$ cat config.mk
export PLATFORM = sky130hd
export DESIGN_NAME = pipelined_addsub
export DESIGN_NICKNAME = d
export VERILOG_FILES = /design/src/rtl/adder_pkg.sv /design/src/rtl/addsub_slice.sv /design/src/rtl/pipelined_addsub.sv
export SDC_FILE = /design/constraint.sdc
export NUM_CORES = 1
export LEC_CHECK = 0
export BUFFER_PORTS_ARGS = -buffer_cell sky130_fd_sc_hd__buf_4
export CELL_PAD_IN_SITES_DETAIL_PLACEMENT = 0
export CELL_PAD_IN_SITES_GLOBAL_PLACEMENT = 1
export CORE_ASPECT_RATIO = 0.75
export CORE_MARGIN = 1.5
export CORE_UTILIZATION = 43
export DETAILED_ROUTE_END_ITERATION = 7
export GPL_TIMING_DRIVEN = 0
export PLACE_DENSITY_LB_ADDON = 0.1
export SYNTH_ARGS = -nofsm -noshare
export SYNTH_HDL_FRONTEND = slang
export SYNTH_SLANG_ARGS = --single-unit
$ cat constraint.sdc
create_clock -name clk -period 5.9 [get_ports clk]
set_input_delay 0.59 -clock clk [delete_from_list [all_inputs] [get_ports clk]]
set_output_delay 0.59 -clock clk [all_outputs]
set_load 0.05 [all_outputs]
$ cat src/rtl/adder_pkg.sv
// Shared types and parameter checks for the pipelined adder/subtractor.
package adder_pkg;

  typedef enum logic {
    OP_ADD = 1'b0,
    OP_SUB = 1'b1
  } op_t;

  // WIDTH must split into STAGES equal, non-empty slices.
  function automatic bit stages_legal(input int width, input int stages);
    return (stages >= 1) && (stages <= width) && ((width % stages) == 0);
  endfunction

endpackage

$ cat src/rtl/addsub_slice.sv
// Combinational SW-bit ripple adder; one full-adder cell per bit, exposing
// the carry into its top bit so the final stage can derive signed overflow.
module addsub_slice #(
  parameter int SW = 8
) (
  input  logic [SW-1:0] a,
  input  logic [SW-1:0] b,
  input  logic          cin,
  output logic [SW-1:0] sum,
  output logic          cout,
  output logic          c_msb_in
);

  logic cy;

  always_comb begin
    cy       = cin;
    c_msb_in = cin;
    sum      = '0;
    for (int i = 0; i < SW; i++) begin
      c_msb_in = cy;
      sum[i]   = a[i] ^ b[i] ^ cy;
      cy       = (a[i] & b[i]) | (cy & (a[i] ^ b[i]));
    end
    cout = cy;
  end

endmodule

$ cat src/rtl/pipelined_addsub.sv
// Pipelined two's-complement add/sub: one SW-bit slice per stage, carry handed
// stage to stage, per-stage ready so bubbles collapse under backpressure.
module pipelined_addsub
  import adder_pkg::*;
#(
  parameter int WIDTH  = 32,
  parameter int STAGES = 4
) (
  input  logic             clk,
  input  logic             reset,
  input  logic             in_valid,
  output logic             in_ready,
  input  logic [WIDTH-1:0] in_a,
  input  logic [WIDTH-1:0] in_b,
  input  op_t              in_op,
  input  logic             in_cin,
  output logic             out_valid,
  input  logic             out_ready,
  output logic [WIDTH-1:0] out_sum,
  output logic             out_cout,
  output logic             out_ovf,
  output logic             out_zero
);

  localparam int SW   = WIDTH / STAGES;
  localparam int LAST = STAGES - 1;

  if (!stages_legal(WIDTH, STAGES)) begin : g_bad_params
    $error("pipelined_addsub: STAGES must be 1..WIDTH and divide WIDTH");
  end

  // SUB becomes A + ~B + 1; in_cin only matters for ADD.
  logic [WIDTH-1:0] eff_b;
  logic             eff_cin;

  always_comb begin
    eff_b   = (in_op == OP_SUB) ? ~in_b : in_b;
    eff_cin = (in_op == OP_SUB) ? 1'b1 : in_cin;
  end

  logic [STAGES-1:0] vld;
  logic [STAGES-1:0] rdy;

  always_comb begin
    rdy[LAST] = out_ready || !vld[LAST];
    for (int k = STAGES - 2; k >= 0; k--) begin
      rdy[k] = !vld[k] || rdy[k+1];
    end
  end

  assign in_ready = rdy[0];

  for (genvar k = 0; k < STAGES; k++) begin : g_st
    localparam int RW = (k + 1) * SW;  // result bits resolved after this stage
    localparam int PW = WIDTH - RW;    // operand bits still to be consumed

    logic          up_v;
    logic [SW-1:0] sl_a, sl_b, sl_sum;
    logic          sl_c_in, sl_cout, sl_cmsb;
    logic [RW-1:0] s_new, s_q, s_d;
    logic          v_q, v_d, c_q, c_d;

    if (k == 0) begin : g_up
      assign up_v    = in_valid;
      assign sl_a    = in_a[SW-1:0];
      assign sl_b    = eff_b[SW-1:0];
      assign sl_c_in = eff_cin;
      assign s_new   = sl_sum;
    end else begin : g_up
      assign up_v    = vld[k-1];
      assign sl_a    = g_st[k-1].g_pend.a_q[SW-1:0];
      assign sl_b    = g_st[k-1].g_pend.b_q[SW-1:0];
      assign sl_c_in = g_st[k-1].c_q;
      assign s_new   = {sl_sum, g_st[k-1].s_q};
    end

    addsub_slice #(.SW(SW)) u_slice (
      .a        (sl_a),
      .b        (sl_b),
      .cin      (sl_c_in),
      .sum      (sl_sum),
      .cout     (sl_cout),
      .c_msb_in (sl_cmsb)
    );

    // Unconsumed operand bits ride along right-justified.
    if (PW > 0) begin : g_pend
      logic [PW-1:0] a_q, a_d, b_q, b_d, a_new, b_new;

      if (k == 0) begin : g_src
        assign a_new = in_a[WIDTH-1:SW];
        assign b_new = eff_b[WIDTH-1:SW];
      end else begin : g_src
        assign a_new = g_st[k-1].g_pend.a_q[PW+SW-1:SW];
        assign b_new = g_st[k-1].g_pend.b_q[PW+SW-1:SW];
      end

      always_comb begin
        a_d = a_q;
        b_d = b_q;
        if (rdy[k] && up_v) begin
          a_d = a_new;
          b_d = b_new;
        end
      end

      always_ff @(posedge clk or posedge reset) begin
        if (reset) begin
          a_q <= '0;
          b_q <= '0;
        end else begin
          a_q <= a_d;
          b_q <= b_d;
        end
      end
    end

    always_comb begin
      v_d = v_q;
      s_d = s_q;
      c_d = c_q;
      if (rdy[k]) v_d = up_v;
      if (rdy[k] && up_v) begin
        s_d = s_new;
        c_d = sl_cout;
      end
    end

    always_ff @(posedge clk or posedge reset) begin
      if (reset) begin
        v_q <= 1'b0;
        s_q <= '0;
        c_q <= 1'b0;
      end else begin
        v_q <= v_d;
        s_q <= s_d;
        c_q <= c_d;
      end
    end

    assign vld[k] = v_q;
  end

  logic cm_q, cm_d;

  always_comb begin
    cm_d = cm_q;
    if (rdy[LAST] && g_st[LAST].up_v) cm_d = g_st[LAST].sl_cmsb;
  end

  always_ff @(posedge clk or posedge reset) begin
    if (reset) cm_q <= 1'b0;
    else       cm_q <= cm_d;
  end

  assign out_valid = vld[LAST];
  assign out_sum   = g_st[LAST].s_q;
  assign out_cout  = g_st[LAST].c_q;
  assign out_ovf   = cm_q ^ g_st[LAST].c_q;
  assign out_zero  = ~|out_sum;

endmodule

==> results of run 1 <==
==> synth_stat cells (all sizes together) <==
cell type | number | area share
and4b | 1 | 0.0012
clkbuf | 4 | 0.0019
inv | 42 | 0.019
mux2 | 156 | 0.23
o21ai | 18 | 0.011
a21oi | 9 | 0.0060
buf | 21 | 0.018
fa | 32 | 0.079
nand4 | 2 | 0.0015
nand2b | 3 | 0.0023
xnor2 | 8 | 0.0086
and2 | 1 | 0.00077
a31oi | 2 | 0.0015
nand4b | 1 | 0.0011
nor2 | 3 | 0.0014
nand2 | 6 | 0.0028
nor4 | 8 | 0.0062
mux2i | 9 | 0.011
nand3b | 1 | 0.00093
o22ai | 2 | 0.0015
dfrtp | 185 | 0.57
xor2 | 25 | 0.027
==> kinds of logic after synthesis <==
kind of cell | synth area share
AO/OA/AOI/OAI | 0.0202
adder cells (fa/ha/maj) | 0.0790
flip-flops | 0.571
AND/OR/NAND/NOR | 0.0182
multiplexers | 0.237
buffers and inverters | 0.0393
XOR/XNOR | 0.0356
==> metrics by stage <==
step,hold slack [ps],util,setup TNS (ps)
finish,217,0.532,0
global route,246,0.532,0
CTS,228,0.532,0
detailed placement,487,0.499,0
global placement,481,0.498,-294050
floorplan,466,-,0
==> per-layer routing <==
metal  vias to the layer above  wire length (um)  GRT usage
met4                         0               170     0.0527
met2                        71              7480      0.277
met5                         -                 0          0
met3                        12               579     0.0364
li1                       2071                 -          -
met1                      2330              8010      0.261
==> state kept, by name, indices dropped and copies added, names as in the netlist <==
name,count
g_st.g_pend.a_q,48
g_st.g_pend.b_q,48
g_st.s_q,48
out_sum,32
g_st.c_q,3
g_st.v_q,3
cm_q,1
out_cout,1
out_valid,1
==> worst max-delay path, delay by kind of cell <==
kind	cells	cell delay, ps
adders and majority gates	8	3120
buffers and inverters	5	870
muxes	1	270
and+or+nand+nor	1	120
==> power breakdown <==
group          switching [mW]  internal (mW)  total, mW
Sequential              0.321           1.74       2.06
Combinational           0.930          0.773       1.70
Clock                   0.453          0.679       1.13
Total                    1.70           3.19       4.89
==> final cells by class <==
cell class	instances	area [sq um]
buffer	25	161
clock buffer	25	505
clock inverter	7	88.8
fill	1586	8670
inverter	42	165
multi-input combinational	287	3160
sequential	185	4630
tap	247	309
timing repair buffer	106	816
==> final timing paths <==
| kind | start | endpoint | depth (start not counted) |
|---|---|---|---|
| min in group clk | in_a[12] | g_st[0].g_pend.a_q[4]$_DFFE_PP0P_ | 2 |
| max | in_op | g_st[0].s_q[7]$_DFFE_PP0P_ | 15 |
| min reg2reg | g_st[1].g_pend.b_q[14]$_DFFE_PP0P_ | g_st[2].g_pend.b_q[6]$_DFFE_PP0P_ | 1 |
| max in group asynchronous | reset | out_sum[9]$_DFFE_PP0P_ | 3 |
| min | reset | g_st[2].g_pend.a_q[0]$_DFFE_PP0P_ | 2 |
| max reg2reg | g_st[2].g_pend.a_q[0]$_DFFE_PP0P_ | out_sum[31]$_DFFE_PP0P_ | 13 |
==> results by group, run 1 <==
Placement
  – Hpwl dp: around 12000 um
  – I/O Buffers: around 110
  – Placed Cells: around 890
  – Post-placement cell area: 9240 sq um
  – Worst slack, placed: 794 ps
  – Gpl congestion: between 0.7 and 0.8

Clock tree
  – Root Buffer: clkbuf_16
  – Max H-tree Level: 4
  – Worst skew pair latency: between 400 and 500 ps
  – CTS buffer count: 17
  – Reg clk slew, reported paths: 60 ps
  – Post-CTS Hold Fix Bufs: 0
  – Post-cts resize count: 0
  – Setup bufs post-CTS: 0
  – Clock sink total: 185
  – Clk buf depth: 2
  – CTS tree: built

STA
  – Final worst path period share: 0.790
  – Worst slew margin: 0.483
  – Count of final setup violators: 0
  – Final Hold Vio Count: 0
  – Worst-margin pin slew: about 780 ps
  – Min Tclk post-route: 4660 ps
  – FMAX: around 210 MHz
  – Setup Skew: 7.87 ps
  – Slew Viols, Final: 0
  – Final Worst Setup Slack: approximately 1200 ps
  – RSZ-0062 raised after global routing: no

Synth
  – Synth Area per Inst: 15.0 sq um
  – Seq/Total Area, Yosys: 0.571
  – Syn nets: approximately 640
  – Synth Register Bits: ~190
  – Distinct cells, synth: 27
  – Syn Std Cell Area: approximately 8100 sq um
  – Cells after synthesis: 539
  – Synth warn: 0

Routing
  – Post-detailed-route count of antenna-violating nets: 0
  – Post-DR wirelength/cell: 17.6 um
  – Vias per cell: 4.85
  – Remaining DRCs: 0
  – Vias: roughly 4500
  – Routed WL: around 16000 um
  – Iteration-0 DRC Markers: approximately 160
  – Pre-antenna DRT Iters: 4

Floorplanning
  – Die width: around 160 um
  – Core area: ~19000 sq um
  – # IOs: around 110
  – Die area: just under 20000 sq um
  – Initial core utilization: 0.438
  – Die Ht: between 100 and 150 um
  – Rows: between 40 and 50

Pwr
  – Leakage: ~4.5 nW
  – Peak VDD IR: slightly below 0.3 mV
  – Design Power: 4.89 mW
  – Pwr per Cell Area: around 500 nW/um^2

Cells and area
  – Most frequent cells in the layout: 185 x dfrtp_1, 136 x mux2_2, 111 x buf_4
  – Layout cells sized above 1: 0.464
  – Design Area, Final: around 9800 sq um
  – Final non-filler cell total: between 900 and 1000
  – Area growth syn-to-layout: 21.3%
  – Nets: 766
  – ANT cells: 0
  – Commonest non-fill, non-tap cell in the layout: dfrtp_1

Global routing
  – First-pass GRT wire length: 26300 um
  – Remaining Overflow, GRT: 0
  – Vias in the first global route: 4760
  – Initial antenna violation count: 0
  – GRT Total Usage: 0.180
  – Largest net degree at the start of global routing: ~110

Critical path
  – CP required: a little over 6000 ps
  – Worst endpoint data arrival time: ~5000 ps
  – CP max stage delay: around 430 ps
  – Startpoint types: input port
  – Crit Path Class: input port to register
  – Slowest-stage cell, CP: fa_1
  – CP cell instances: buf_2 > buf_2 > nor2_1 > fa_1 > inv_1 > fa_1 > inv_1 > fa_1 > fa_1 > fa_1 > fa_1 > fa_1 > inv_1 > fa_1 > mux2_2
  – Most Frequent Cell on Critical Path: fa_1
  – CP Capture Type: register
  – Reg-to-reg slack, setup: between 1500 and 2000 ps
  – CP max FO: 10

Worst hold path
  – Worst Hold Class: input port to async pin

Job
  – Max cap viols: 0

Outcome
  – Run status: complete, no violations
Power figures use the tool's default switching activity.
==> run 2: changes to the inputs <==
clock period = 4.01 ns   (was 5.9 ns; I/O delays follow)
==> run 2 against run 1 <==
Clock-buffer cell count decreased by 6. Worst hold slack lost 130 ps. Clock skew rose by 1.4 ps. Critical path depth unchanged. Global-route usage grew 0.12 points. First-iteration DRC count fell by 6.5%. Core utilization increased by 0.65 points. Sequential cell count stayed put. Worst setup slack lost 1100 ps. Combinational power is 50% higher. Total power up 50%. Die area unchanged. Critical path type unchanged.
==> results by group, run 2 (synthesized netlist as in run 1, its figures left out) <==
Global routing
  – Vias in the first global route: 4967 (+4.3%)
  – Met3 GRT Util: 0.0446 (+0.00817)
  – GRT Total Usage: 0.182 (+0.00119)
  – Largest net degree at the start of global routing: 44 (-61%)
  – Busiest layer in global routing: met2
  – Met1 global-route usage: 0.259 (-0.00155)
  – Remaining Overflow, GRT: 0 (unchanged)
  – Initial antenna violation count: 0 (unchanged)
  – GRT met2 Usage: 0.275 (-0.00268)
  – First-pass GRT wire length: 26600 um (+1.0%)

STA
  – Final worst path period share: 0.974
  – Count of final setup violators: 0 (unchanged)
  – Setup Skew: 9.32 ps (+1.45 ps)
  – Slew Viols, Final: 0 (unchanged)
  – Post-Route Setup TNS: 0 ps (unchanged)
  – RSZ-0062 raised after global routing: yes
  – FMAX: around 260 MHz
  – Worst-margin pin slew: 755 ps (-21.3 ps)
  – Final Hold Vio Count: 0 (unchanged)
  – Worst hold slack: 84.1 ps (-133 ps)
  – Min Tclk post-route: approximately 3900 ps
  – Worst slew margin: 0.497 (+0.0142)

Pwr
  – Combinational fraction of design power: 0.348 (about the same)
  – Clock network fraction of design power: 0.240 (+0.009)
  – Sw Ratio: 0.349 (about the same)
  – Pwr per Cell Area: 736 nW/um^2 (+48%)
  – Sequential Power Share: 0.413 (-0.008)
  – Design Power: 7.33 mW (+50%)
  – Peak VDD IR: 0.327 mV (+13%)
  – Int Pwr: 4.78 mW (+50%)
  – P_sw: 2.56 mW (+50%)
  – Leakage: 4.52 nW (+0.56%)

Placement
  – Hpwl dp: 12100 um (+3.0%)
  – I/O Buffers: 105 (unchanged)
  – Gpl congestion: 0.727 (-2.2%)
  – Placed Cells: 895 (+0.34%)

Routing
  – Routed WL: 16300 um (+0.50%)
  – Post-detailed-route count of antenna-violating nets: 0 (unchanged)
  – Vias per cell: 4.86 (+0.24%)
  – Remaining DRCs: 0 (unchanged)
  – Pre-antenna DRT Iters: 4 (unchanged)
  – Post-DR wirelength/cell: 17.6 um (about the same)
  – Iteration-0 DRC Markers: 145 (-6.5%)
  – Vias: 4514 (+0.67%)

Floorplanning
  – Die area: 19700 sq um (unchanged)
  – Die width: 162 um (unchanged)
  – Initial core utilization: 0.438 (unchanged)
  – Core area: 18500 sq um (unchanged)
  – # IOs: 107 (unchanged)
  – Rows: 43 (unchanged)
  – Die Ht: 122 um (unchanged)

Critical path
  – Worst R2R Start: g_st[2].c_q$_DFFE_PP0P_
  – CP max FO: 10 (unchanged)
  – Startpoint types: input port
  – Worst setup path startpoint: in_op
  – Crit Path Class: input port to register
  – CP Capture Type: register
  – CP required: 4320 ps (-1890 ps)
  – Worst endpoint data arrival time: 4220 ps (-750 ps)

Clock tree
  – Max H-tree Level: 4 (unchanged)
  – Clock sink total: 185 (unchanged)
  – Clk buf depth: 2 (unchanged)
  – Root Buffer: clkbuf_16
  – Worst skew pair latency: 430 ps (about the same)
  – Reg clk slew, reported paths: 60 ps (about the same)
  – CTS buffer count: 17 (unchanged)
  – CTS tree: built

Cells and area
  – ANT cells: 0 (unchanged)
  – Most frequent cells in the layout: 185 x dfrtp_1, 136 x mux2_2, 113 x buf_4
  – Layout cells sized above 1: 0.490 (+0.0266)
  – Commonest non-fill, non-tap cell in the layout: dfrtp_1
  – Largest regs: g_st.g_pend.a_q x48, g_st.g_pend.b_q x48, g_st.s_q x48
  – Area growth syn-to-layout: 22.8%
  – Final non-filler cell total: 928 (+0.43%)
  – Nets: 770 (+0.52%)

Job
  – Max cap viols: 0 (unchanged)

Outcome
  – Run status: complete, no violations

Worst hold path
  – Worst Hold Class: input port to async pin
-- run 2: repair_timing --
item                       4_1_cts  5_1_grt
hold buffers                     0        0
gates resized for setup          5        7
setup buffers                    0        1
pin swaps                        1        4
setup endpoints to repair        3        4
-- run 2: path summary, 6_finish.rpt --
check	end	slack, ps	depth (start not counted)
hold / removal	g_st[1].g_pend.a_q[9]$_DFFE_PP0P_	80	2
setup / recovery	g_st[0].s_q[7]$_DFFE_PP0P_	110	15
hold reg to reg	g_st[2].s_q[6]$_DFFE_PP0P_	490	1
max in group asynchronous	g_st[1].g_pend.a_q[3]$_DFFE_PP0P_	3020	4
setup reg to reg	out_sum[31]$_DFFE_PP0P_	130	13
min in group clk	g_st[0].g_pend.a_q[4]$_DFFE_PP0P_	200	2
-- run 2: routing by layer --
layer | up-vias | wire, um | share of wire
li1 | 2081 | - | -
met1 | 2317 | 7930 | 0.49
met4 | 0 | 181 | 0.011
met5 | - | 0 | 0
met2 | 103 | 7410 | 0.45
met3 | 13 | 808 | 0.049
-- run 2: layout make-up --
type	count	area, sq um
multi-input cells	287	3190
clock buffers	19	443
repair buffers	110	876
clock inverters	13	175
plain buffers	25	174
fillers	1578	8550
inverters	42	161
well taps	247	309
flip-flops and latches	185	4630
-- run 2: power groups by stage --
stage / combinational (mW) / sequential [mW] / clock [mW]
6_report: 2.55 / 3.03 / 1.76
4_1_cts: 2.59 / 3.04 / 1.79
5_1_grt: 2.80 / 3.13 / 1.88
3_5_place_dp: 2.55 / 3.06 / 0
3_3_place_gp: 2.48 / 3.03 / 0
2_1_floorplan: 1.26 / 3.49 / 0
-- run 2: metrics by stage --
stage               instance area (sq um)  setup slack, ps   util
floorplan                            8130             -138      -
global placement                     9230             -477  0.499
detailed placement                   9310             -514  0.503
CTS                                  9940             28.8  0.537
global route                         9960            -39.5  0.538
finish                               9960              106  0.538
-- run 2: critical path, stage by stage --
cell and delay, ps:
buf_4 170, buf_8 160, xnor2_1 130, fa_1 360, inv_1 80, fa_1 190
inv_1 60, fa_2 410, fa_2 380, fa_2 370, fa_2 370, fa_2 360
inv_2 80, fa_1 410, mux2_2 270
==> run 3: changes to the inputs <==
--- a/config.mk
+++ b/config.mk
@@ -16,2 +16,3 @@
 export PLACE_DENSITY_LB_ADDON = 0.1
+export SLEW_MARGIN = 15
 export SYNTH_ARGS = -nofsm -noshare
==> constraint.sdc (replaced) <==
create_clock -name clk -period 4.01 [get_ports clk]
set_input_delay 0.6015 -clock clk [delete_from_list [all_inputs] [get_ports clk]]
set_output_delay 0.6015 -clock clk [all_outputs]
set_load 0.05 [all_outputs]
==> run 3 against run 2 <==
Worst hold slack gained 110 ps. Die area is the same. Cell count grew 0.32%. Global-route usage grew 0.21 points. Largest power group unchanged. Register-to-register slack gained 30 ps. Sequential power is essentially flat. Highest routed layer unchanged. Worst setup slack gained 2.2 ps. Largest cell class unchanged. Sequential share of layout area shrank 0.15 points. Clock-buffer cell count grew 1. Non-clock buffer count grew 3. Clock power shrank 7%. Critical path type unchanged. Sequential cell count is the same.
==> results by group, run 3 (synthesized netlist as in run 1, its figures left out) <==
Routing
  – Post-detailed-route count of antenna-violating nets: 0 (unchanged)
  – Vias per cell: 4.88 (+0.38%)
  – Post-DR wirelength/cell: 17.8 um (+1.2%)
  – Remaining DRCs: 0 (unchanged)
  – Vias: 4546 (+0.71%)
  – Pre-antenna DRT Iters: 4 (unchanged)
  – Iteration-0 DRC Markers: 158 (+9.0%)
  – Routed WL: 16600 um (+1.5%)

Global routing
  – GRT Total Usage: 0.184 (+0.00213)
  – Vias in the first global route: 4882 (-1.7%)
  – Largest net degree at the start of global routing: 38 (-14%)
  – First-pass GRT wire length: 26800 um (+0.80%)
  – Remaining Overflow, GRT: 0 (unchanged)
  – Initial antenna violation count: 0 (unchanged)

Pwr
  – Leakage: 4.52 nW (about the same)
  – Design Power: 7.23 mW (-1.5%)
  – Pwr per Cell Area: 723 nW/um^2 (-1.8%)
  – Peak VDD IR: 0.428 mV (+31%)

STA
  – Post-Route Setup TNS: 0 ps (unchanged)
  – Worst slew margin: 0.439 (-0.0579)
  – Worst-margin pin slew: 842 ps (+86.9 ps)
  – Setup Skew: 12.5 ps (+3.14 ps)
  – FMAX: 256 MHz (about the same)
  – Final Hold Vio Count: 0 (unchanged)
  – Min Tclk post-route: 3900 ps (-2.20 ps)
  – Count of final setup violators: 0 (unchanged)
  – Slew Viols, Final: 0 (unchanged)
  – Final worst path period share: 0.973 (about the same)
  – RSZ-0062 raised after global routing: yes

Clock tree
  – Clk buf depth: 2 (unchanged)
  – Post-CTS Hold Fix Bufs: 0 (unchanged)
  – CTS tree: built
  – Worst skew pair latency: 430 ps (about the same)
  – Max H-tree Level: 4 (unchanged)
  – Clock sink total: 185 (unchanged)
  – Reg clk slew, reported paths: 70 ps (about the same)
  – CTS buffer count: 17 (unchanged)
  – Root Buffer: clkbuf_16

Critical path
  – Startpoint types: input port
  – Worst endpoint data arrival time: 4220 ps (about the same)
  – CP max FO: 4 (-6)
  – CP required: 4330 ps (about the same)
  – CP Capture Type: register
  – Crit Path Class: input port to register

Floorplanning
  – Die Ht: 122 um (unchanged)
  – Die width: 162 um (unchanged)
  – Rows: 43 (unchanged)
  – Die area: 19700 sq um (unchanged)
  – Core area: 18500 sq um (unchanged)
  – # IOs: 107 (unchanged)
  – Initial core utilization: 0.438 (unchanged)

Job
  – Max cap viols: 0 (unchanged)

Placement
  – Placed Cells: 896 (+0.11%)
  – Post-placement cell area: 9330 sq um (+0.22%)
  – Hpwl dp: 12200 um (+0.79%)
  – I/O Buffers: 105 (unchanged)
  – Gpl congestion: 0.727 (unchanged)

Cells and area
  – Nets: 773 (+0.39%)
  – Largest regs: g_st.g_pend.a_q x48, g_st.g_pend.b_q x48, g_st.s_q x48
  – Fin util: 0.540 (+0.00169)
  – Layout cells sized above 1: 0.499 (+0.00808)
  – ANT cells: 0 (unchanged)
  – Most frequent cells in the layout: 185 x dfrtp_1, 135 x mux2_2, 114 x buf_4
  – Final non-filler cell total: 931 (+0.32%)
  – Area growth syn-to-layout: 23.2%
  – Commonest non-fill, non-tap cell in the layout: dfrtp_1
  – Design Area, Final: 9990 sq um (+0.31%)

Worst hold path
  – Worst Hold Class: input port to async pin

Outcome
  – Run status: complete, no violations
run 3: critical path, stage by stage:
cell	delay [ps]
buf_12	110
buf_8	130
xnor2_4	120
fa_2	340
inv_2	60
fa_2	210
inv_2	40
fa_2	380
fa_2	380
fa_2	370
fa_2	370
fa_2	360
inv_2	80
fa_1	410
mux2_4	260
run 3: timing repair:
action	4_1_cts	5_1_grt
setup endpoints to repair	3	4
pin swaps	9	10
resized for setup	17	5
buffers inserted	3	0
hold endpoints to repair	0	0
run 3: final timing paths:
kind / start / end / slack, ps / cells past startpoint
min reg2reg: g_st[1].s_q[6]$_DFFE_PP0P_ / g_st[2].s_q[6]$_DFFE_PP0P_ / 490 / 1
min in group clk: in_a[12] / g_st[0].g_pend.a_q[4]$_DFFE_PP0P_ / 400 / 2
max in group asynchronous: reset / out_sum[11]$_DFFE_PP0P_ / 2790 / 5
max: in_op / g_st[0].s_q[7]$_DFFE_PP0P_ / 110 / 15
max reg2reg: g_st[2].c_q$_DFFE_PP0P_ / out_sum[31]$_DFFE_PP0P_ / 160 / 13
min: reset / g_st[1].g_pend.a_q[9]$_DFFE_PP0P_ / 190 / 2
run 3: layout make-up:
class,instances,area [sq um]
fillers,1599,8520
flip-flops and latches,185,4630
multi-input cells,287,3220
repair buffers,113,911
clock buffers,20,447
well taps,247,309
plain buffers,25,186
inverters,42,161
clock inverters,12,125
run 3: per-stage QoR:
step | hold slack [ps] | worst slack [ps]
floorplan | 466 | -338
global placement | 481 | -677
detailed placement | 488 | -726
CTS | 204 | -92.6
global route | 214 | -7.37
finish | 193 | 108
run 3: layer usage:
layer  wire, um  GRT usage  up-vias
li1           -          -     2081
met5          0          0        -
met3        533     0.0419       15
met4        254     0.0579        0
met1       8260      0.267     2377
met2       7530      0.274       73
run 3: report_power, final:
part,switching (mW),internal [mW]
clock network,0.713,0.931
registers,0.471,2.56
logic,1.38,1.17
